[src/rtl/add_sub_pkg.sv]
// add_sub_pkg
// Shared definitions for the pipelined adder/subtractor:
//   OP_ADD / OP_SUB : encodings of the ctrl input.
//   sat_limit()     : most-positive / most-negative two's-complement value
//                     for a given width, returned in a 64-bit container.
package add_sub_pkg;

    localparam logic OP_ADD = 1'b0;
    localparam logic OP_SUB = 1'b1;

    // pos = 1 -> 0x7F..F, pos = 0 -> 0x80..0 (low w bits of the result)
    function automatic logic [63:0] sat_limit(input int unsigned w, input logic pos);
        logic [63:0] r;
        r = 64'd1 << (w - 1);
        if (pos) begin
            r = r - 64'd1;
        end
        return r;
    endfunction

endpackage

[src/rtl/add_sub_slice.sv]
// add_sub_slice
// SLICE-bit combinational ripple adder/subtractor built from full_adder cells.
//   a, b     : operand slices
//   ctrl     : OP_ADD adds b, OP_SUB adds ~b
//   cin      : carry into bit 0
//   sum      : slice sum
//   cout     : carry out of the slice MSB
//   c_msb_in : carry into the slice MSB (used for signed overflow)
module add_sub_slice
    import add_sub_pkg::*;
#(
    parameter int unsigned SLICE = 4
) (
    input  logic [SLICE-1:0] a,
    input  logic [SLICE-1:0] b,
    input  logic             ctrl,
    input  logic             cin,
    output logic [SLICE-1:0] sum,
    output logic             cout,
    output logic             c_msb_in
);

    logic [SLICE-1:0] bx;

    assign bx = (ctrl == OP_SUB) ? ~b : b;

    // Each bit keeps its own carry signals so the chain is a set of
    // distinct nets rather than one vector feeding itself.
    for (genvar i = 0; i < SLICE; i++) begin : fa_bit
        logic ci;
        logic co;

        if (i == 0) begin : c_src
            assign ci = cin;
        end else begin : c_src
            assign ci = fa_bit[i-1].co;
        end

        full_adder u_fa (
            .a    (a[i]),
            .b    (bx[i]),
            .cin  (ci),
            .sum  (sum[i]),
            .cout (co)
        );
    end

    assign cout     = fa_bit[SLICE-1].co;
    assign c_msb_in = fa_bit[SLICE-1].ci;

endmodule

[src/rtl/full_adder.sv]
// full_adder
// One-bit full-adder cell.
//   a, b, cin : addend bits and carry in
//   sum, cout : sum bit and carry out
module full_adder (
    input  logic a,
    input  logic b,
    input  logic cin,
    output logic sum,
    output logic cout
);

    assign sum  = a ^ b ^ cin;
    assign cout = (a & b) | (cin & (a ^ b));

endmodule

[src/rtl/pipelined_add_sub.sv]
// pipelined_add_sub
// WIDTH-bit adder/subtractor with the carry chain split into STAGES registered
// slices, valid/ready handshakes, signed-overflow flag and optional saturation.
//   clk, rst             : clock, synchronous active-high reset
//   in_valid, in_ready   : input handshake
//   a, b, ctrl, sat      : operands, 0=add 1=sub, clamp on signed overflow
//   out_valid, out_ready : output handshake
//   s, cout, ovf         : registered result, carry out of MSB, signed overflow
module pipelined_add_sub
    import add_sub_pkg::*;
#(
    parameter int unsigned WIDTH  = 16,
    parameter int unsigned STAGES = 4
) (
    input  logic             clk,
    input  logic             rst,
    input  logic             in_valid,
    output logic             in_ready,
    input  logic [WIDTH-1:0] a,
    input  logic [WIDTH-1:0] b,
    input  logic             ctrl,
    input  logic             sat,
    output logic             out_valid,
    input  logic             out_ready,
    output logic [WIDTH-1:0] s,
    output logic             cout,
    output logic             ovf
);

    localparam int unsigned SLICE = WIDTH / STAGES;
    localparam logic [63:0] MAX64 = sat_limit(WIDTH, 1'b1);
    localparam logic [63:0] MIN64 = sat_limit(WIDTH, 1'b0);
    localparam logic [WIDTH-1:0] S_MAX = MAX64[WIDTH-1:0];
    localparam logic [WIDTH-1:0] S_MIN = MIN64[WIDTH-1:0];

    logic             stall;
    logic             v_out_q;
    logic [WIDTH-1:0] s_q;
    logic             cout_q;
    logic             ovf_q;

    assign stall    = v_out_q && !out_ready;
    assign in_ready = !stall;

    // Intermediate stages 0..STAGES-2. Stage k keeps only the operand bits
    // still to be added (above its slice) and the sum bits computed so far.
    for (genvar k = 0; k < STAGES - 1; k++) begin : stg
        localparam int unsigned HI = (k + 1) * SLICE;
        localparam int unsigned UP = WIDTH - HI;

        logic [SLICE-1:0] a_sl, b_sl, sum_sl;
        logic [UP-1:0]    a_rest, b_rest;
        logic [HI-1:0]    sum_nx;
        logic             cin, ctrl_in, sat_in, v_in, c_out, c_msb_unused;

        logic             v_q, ctrl_q, sat_q, c_q;
        logic [UP-1:0]    a_q, b_q;
        logic [HI-1:0]    sum_q;

        if (k == 0) begin : src
            assign a_sl    = a[SLICE-1:0];
            assign b_sl    = b[SLICE-1:0];
            assign a_rest  = a[WIDTH-1:SLICE];
            assign b_rest  = b[WIDTH-1:SLICE];
            assign cin     = ctrl;
            assign ctrl_in = ctrl;
            assign sat_in  = sat;
            assign v_in    = in_valid;
            assign sum_nx  = sum_sl;
        end else begin : src
            assign a_sl    = stg[k-1].a_q[SLICE-1:0];
            assign b_sl    = stg[k-1].b_q[SLICE-1:0];
            assign a_rest  = stg[k-1].a_q[UP+SLICE-1:SLICE];
            assign b_rest  = stg[k-1].b_q[UP+SLICE-1:SLICE];
            assign cin     = stg[k-1].c_q;
            assign ctrl_in = stg[k-1].ctrl_q;
            assign sat_in  = stg[k-1].sat_q;
            assign v_in    = stg[k-1].v_q;
            assign sum_nx  = {sum_sl, stg[k-1].sum_q};
        end

        add_sub_slice #(.SLICE(SLICE)) u_slice (
            .a        (a_sl),
            .b        (b_sl),
            .ctrl     (ctrl_in),
            .cin      (cin),
            .sum      (sum_sl),
            .cout     (c_out),
            .c_msb_in (c_msb_unused)
        );

        always_ff @(posedge clk) begin
            if (rst) begin
                v_q    <= 1'b0;
                ctrl_q <= 1'b0;
                sat_q  <= 1'b0;
                c_q    <= 1'b0;
                a_q    <= '0;
                b_q    <= '0;
                sum_q  <= '0;
            end else if (!stall) begin
                v_q    <= v_in;
                ctrl_q <= ctrl_in;
                sat_q  <= sat_in;
                c_q    <= c_out;
                a_q    <= a_rest;
                b_q    <= b_rest;
                sum_q  <= sum_nx;
            end
        end
    end

    // Final stage: top slice, overflow detection, saturation, output registers.
    logic [SLICE-1:0] fa_sl, fb_sl, fsum_sl;
    logic             fcin, fctrl, fsat, fv, fcout, fcmsb, ovf_nx;
    logic [WIDTH-1:0] raw_sum, s_nx;

    if (STAGES == 1) begin : fin_src
        assign fa_sl   = a;
        assign fb_sl   = b;
        assign fcin    = ctrl;
        assign fctrl   = ctrl;
        assign fsat    = sat;
        assign fv      = in_valid;
        assign raw_sum = fsum_sl;
    end else begin : fin_src
        assign fa_sl   = stg[STAGES-2].a_q;
        assign fb_sl   = stg[STAGES-2].b_q;
        assign fcin    = stg[STAGES-2].c_q;
        assign fctrl   = stg[STAGES-2].ctrl_q;
        assign fsat    = stg[STAGES-2].sat_q;
        assign fv      = stg[STAGES-2].v_q;
        assign raw_sum = {fsum_sl, stg[STAGES-2].sum_q};
    end

    add_sub_slice #(.SLICE(SLICE)) u_slice_fin (
        .a        (fa_sl),
        .b        (fb_sl),
        .ctrl     (fctrl),
        .cin      (fcin),
        .sum      (fsum_sl),
        .cout     (fcout),
        .c_msb_in (fcmsb)
    );

    // A wrapped result has the wrong sign: negative MSB means positive overflow.
    always_comb begin
        ovf_nx = fcmsb ^ fcout;
        s_nx   = raw_sum;
        if (fsat && ovf_nx) begin
            s_nx = raw_sum[WIDTH-1] ? S_MAX : S_MIN;
        end
    end

    always_ff @(posedge clk) begin
        if (rst) begin
            v_out_q <= 1'b0;
            s_q     <= '0;
            cout_q  <= 1'b0;
            ovf_q   <= 1'b0;
        end else if (!stall) begin
            v_out_q <= fv;
            s_q     <= s_nx;
            cout_q  <= fcout;
            ovf_q   <= ovf_nx;
        end
    end

    assign out_valid = v_out_q;
    assign s         = s_q;
    assign cout      = cout_q;
    assign ovf       = ovf_q;

endmodule

[config.mk]
export PLATFORM = sky130hd
export DESIGN_NAME = pipelined_add_sub
export DESIGN_NICKNAME = d
export VERILOG_FILES = /design/src/rtl/add_sub_pkg.sv /design/src/rtl/add_sub_slice.sv /design/src/rtl/full_adder.sv /design/src/rtl/pipelined_add_sub.sv
export SDC_FILE = /design/constraint.sdc
export NUM_CORES = 1
export LEC_CHECK = 0
export CORE_UTILIZATION = 47
export CTS_CLUSTER_SIZE = 12
export DETAILED_ROUTE_END_ITERATION = 8
export PLACE_DENSITY = 0.7
export SETUP_SLACK_MARGIN = 0.5
export SLEW_MARGIN = 0
export SYNTH_ARGS = -nofsm -noshare
export SYNTH_HDL_FRONTEND = slang
export SYNTH_SLANG_ARGS = --single-unit
[constraint.sdc]
create_clock -name clk -period 4.8 [get_ports clk]
set_clock_uncertainty 0.2 [all_clocks]
set_input_delay 1.2 -clock clk [delete_from_list [all_inputs] [get_ports clk]]
set_output_delay 1.2 -clock clk [all_outputs]
set_load 0.02 [all_outputs]
==> results.md <==
- RSZ-0062 raised after global routing: false
- CTS tree: built
- CTS max path bufs: 2
- Synth Area in Compound Gates: 17.1%
- Final Cycle Share: 79.9%
- Pre-CTS setup slack: 0.963 ns
- Ranking of synthesized cells by area: dfxtp_1, nand2_1, a21oi_1
- Status: finished clean
- Final Net Count: 581
- Post-CTS setup repair buffer count: 0
- Crit Path Class: primary input to primary output
- Slew at the pin closest to its max-slew limit: 1.09 ns
- Ys async rst share: 0%
- Clock sinks: 103
- Count leader, synth: nand2_1
- Yosys reg bits: 103
- Die Span Y: 96.5 um
- Hold path endpoint: stg[1].a_q[4]$_SDFFE_PP0N_
- Fin crit period: 3.83 ns
- Post-synth top area cell: dfxtp_1
- Wire length of the first global-routing pass: 12700 um
- Dpl cell area: 4750 sq um
- Post-synthesis mux area share: 0.238%
- Core box area: 8680 sq um
- Cts repair resizes: 0
- Vias in the first global route: 2896
- Via count: 3174
- WL/cell: 11.9 um
- P&R area growth vs syn: 17.3%
- Setup TNS: 0 ns
- Final instance area: 4930 sq um
- DR pass1 iterations: 6
- Total number of H-tree levels: 3
- Arrival time at the worst endpoint: 2.43 ns
- Slack of the critical path: 0.967 ns
- XOR/XNOR Fraction of Synth Area: 3.72%
- Max cap viols: 0
- Synthesized instance count: 497
- Input/output buffers: 57
- Util after Layout: 56.8%
- Req. time, crit path: 3.40 ns
- Initial antenna violation count: 0
- HPWL after DPL: 4800 um
- Reg-to-reg endpoint: s[7]$_SDFFE_PP0N_
- Final hold violation count: 0
- Net count after synthesis: 550
- CTS Buf Count: 9
- Sequential cell area fraction in the yosys report: 49.1%
- Root Driver: clkbuf_8
- Overflow after GRT: 0
- Die area: 9320 sq um
- Reg2reg path depth: 10
- Crit end category: primary output
- Reg clk slew, reported paths: 0.09 ns
- FP Rows: 34
- Gpl congestion: 0.785
- Hold Crit Class: flip-flop to flip-flop
- PD cells: 328 nW/um^2
- Largest net degree at the start of global routing: 112
- Synth Warn #: 0
- Vias per cell: 4.95
- Max transition margin: 27.4%
- Pleak: 1.91 nW
- GRT Util Overall: 17.7%
- Reg2reg start: fctrl$_SDFFE_PP0N_
- Reg-to-reg setup timing slack: 1.03 ns
- Startpoint types: primary input
- Dominant synthesized flop cell: dfxtp_1
- Antenna violation net count after detailed routing: 0
- Worst skew pair latency: 0.36 ns
- Iter 0 DRT Violations: 182
- Total wire length: 7610 um
- I/O pin cnt: 58
- DIE WIDTH: 96.5 um
- Synth Area per Inst: 8.45 sq um
- Worst hold margin: 0.255 ns
- Adder-cell share of the synthesized area: 7.15%
- # fillers: 824
- Critical-path maximum fanout: 3
- Hold depth: 2
- Share of layout cells above drive strength 1: 6.38%
- Largest family of logic cells by synthesized area: compound AO/OA/AOI/OAI gates
- Simple-gate share of the synthesized area: 17.0%
- Worst vdd ir: 0.000157 V
- Number of synthesized flops with an enable pin: 0
- Synth cell count leaders: nand2_1, dfxtp_1, a21oi_1
- Final setup viols: 0
- Antenna diodes: 0
- Top-area cell type share of the netlist area: 49.1%
- Post-synthesis instance area: 4200 sq um
- Hold Buf Count CTS: 0
- DRC viols: 0
- Starting density of the core: 48.4%
- Distinct cells, synth: 25
- Max-slew violation count: 0
- Min-delay src: stg[1].a_q[4]$_SDFFE_PP0N_
- F_max: 261 MHz
per-stage QoR:
step | power (W) | instances
2_1_floorplan | 0.00107 | 497
3_3_place_gp | 0.00114 | 625
3_5_place_dp | 0.00115 | 625
4_1_cts | 0.00163 | 641
5_1_grt | 0.00169 | 641
6_report | 0.00162 | 641
worst max-delay path, cell delays in order:
cell	delay, ns
clkdlybuf4s50_1	0.51
nor2b_4	0.05
clkinv_2	0.06
clkdlybuf4s50_1	0.61
cells by family after synthesis:
| group | count (synthesis) |
|---|---|
| and+or+nand+nor | 186 |
| AOI/OAI and AO/OA | 119 |
| DFF | 103 |
| buffers and inverters | 56 |
| xor gates and xnor gates | 17 |
| adders and majority gates | 15 |
| muxes | 1 |
registers in the layout, indices dropped and copies added (netlist names):
register,cells
fv,1
fsat,1
out_valid,1
stg.sat_q,2
fa_sl,4
stg.a_q,20
stg.c_q,2
stg.ctrl_q,2
s,16
fctrl,1
fcin,1
stg.b_q,20
stg.sum_q,24
ovf,1
stg.v_q,2
fb_sl,4
cout,1
per-layer routing:
layer,vias to the layer above,part of all wire (%),GRT usage (%)
li1,1662,-,-
met1,1446,50,22.3
met2,55,45,29.6
met3,11,3.3,3.29
met4,0,1.7,7.35
met5,-,0,0
report_power, final:
group	internal [W]	total [W]	switching [W]
combinational	0.0000930	0.000186	0.0000927
clock	0.000214	0.000494	0.000280
sequential	0.000908	0.000939	0.0000302
worst max-delay path by stage:
stage | startpoint | end | slack, ns
floorplan | fctrl$_SDFFE_PP0N_ | s[10]$_SDFFE_PP0N_ | 1.38
global placement | out_ready | in_ready | 0.98
detailed placement | out_ready | in_ready | 0.96
CTS | out_ready | in_ready | 0.96
global route | fctrl$_SDFFE_PP0N_ | s[14]$_SDFFE_PP0N_ | 0.79
finish | out_ready | in_ready | 0.97
cell type report:
type | count | area [sq um] | area share, %
clock buffer | 12 | 155 | 3.15
sequential | 103 | 2060 | 41.8
tap | 108 | 135 | 2.74
clock inverter | 4 | 20.0 | 0.406
multi-input combinational | 338 | 1900 | 38.6
inverter | 16 | 61.3 | 1.24
timing repair buffer | 60 | 591 | 12.0
cell usage in the layout (no fill, tap or decap), types with 4 or more instances in the layout:
cell type / instances
a211oi_1: 12
clkinv_2: 5
dfxtp_1: 103
xor2_1: 8
buf_4: 4
nand2_1: 157
xnor2_1: 8
clkdlybuf4s50_1: 56
a21oi_1: 78
o21ai_0: 15
clkbuf_8: 11
nor2_1: 26
inv_1: 15
a211oi_2: 10
fa_1: 15
Note: power is estimated with default switching activity, not from simulation.
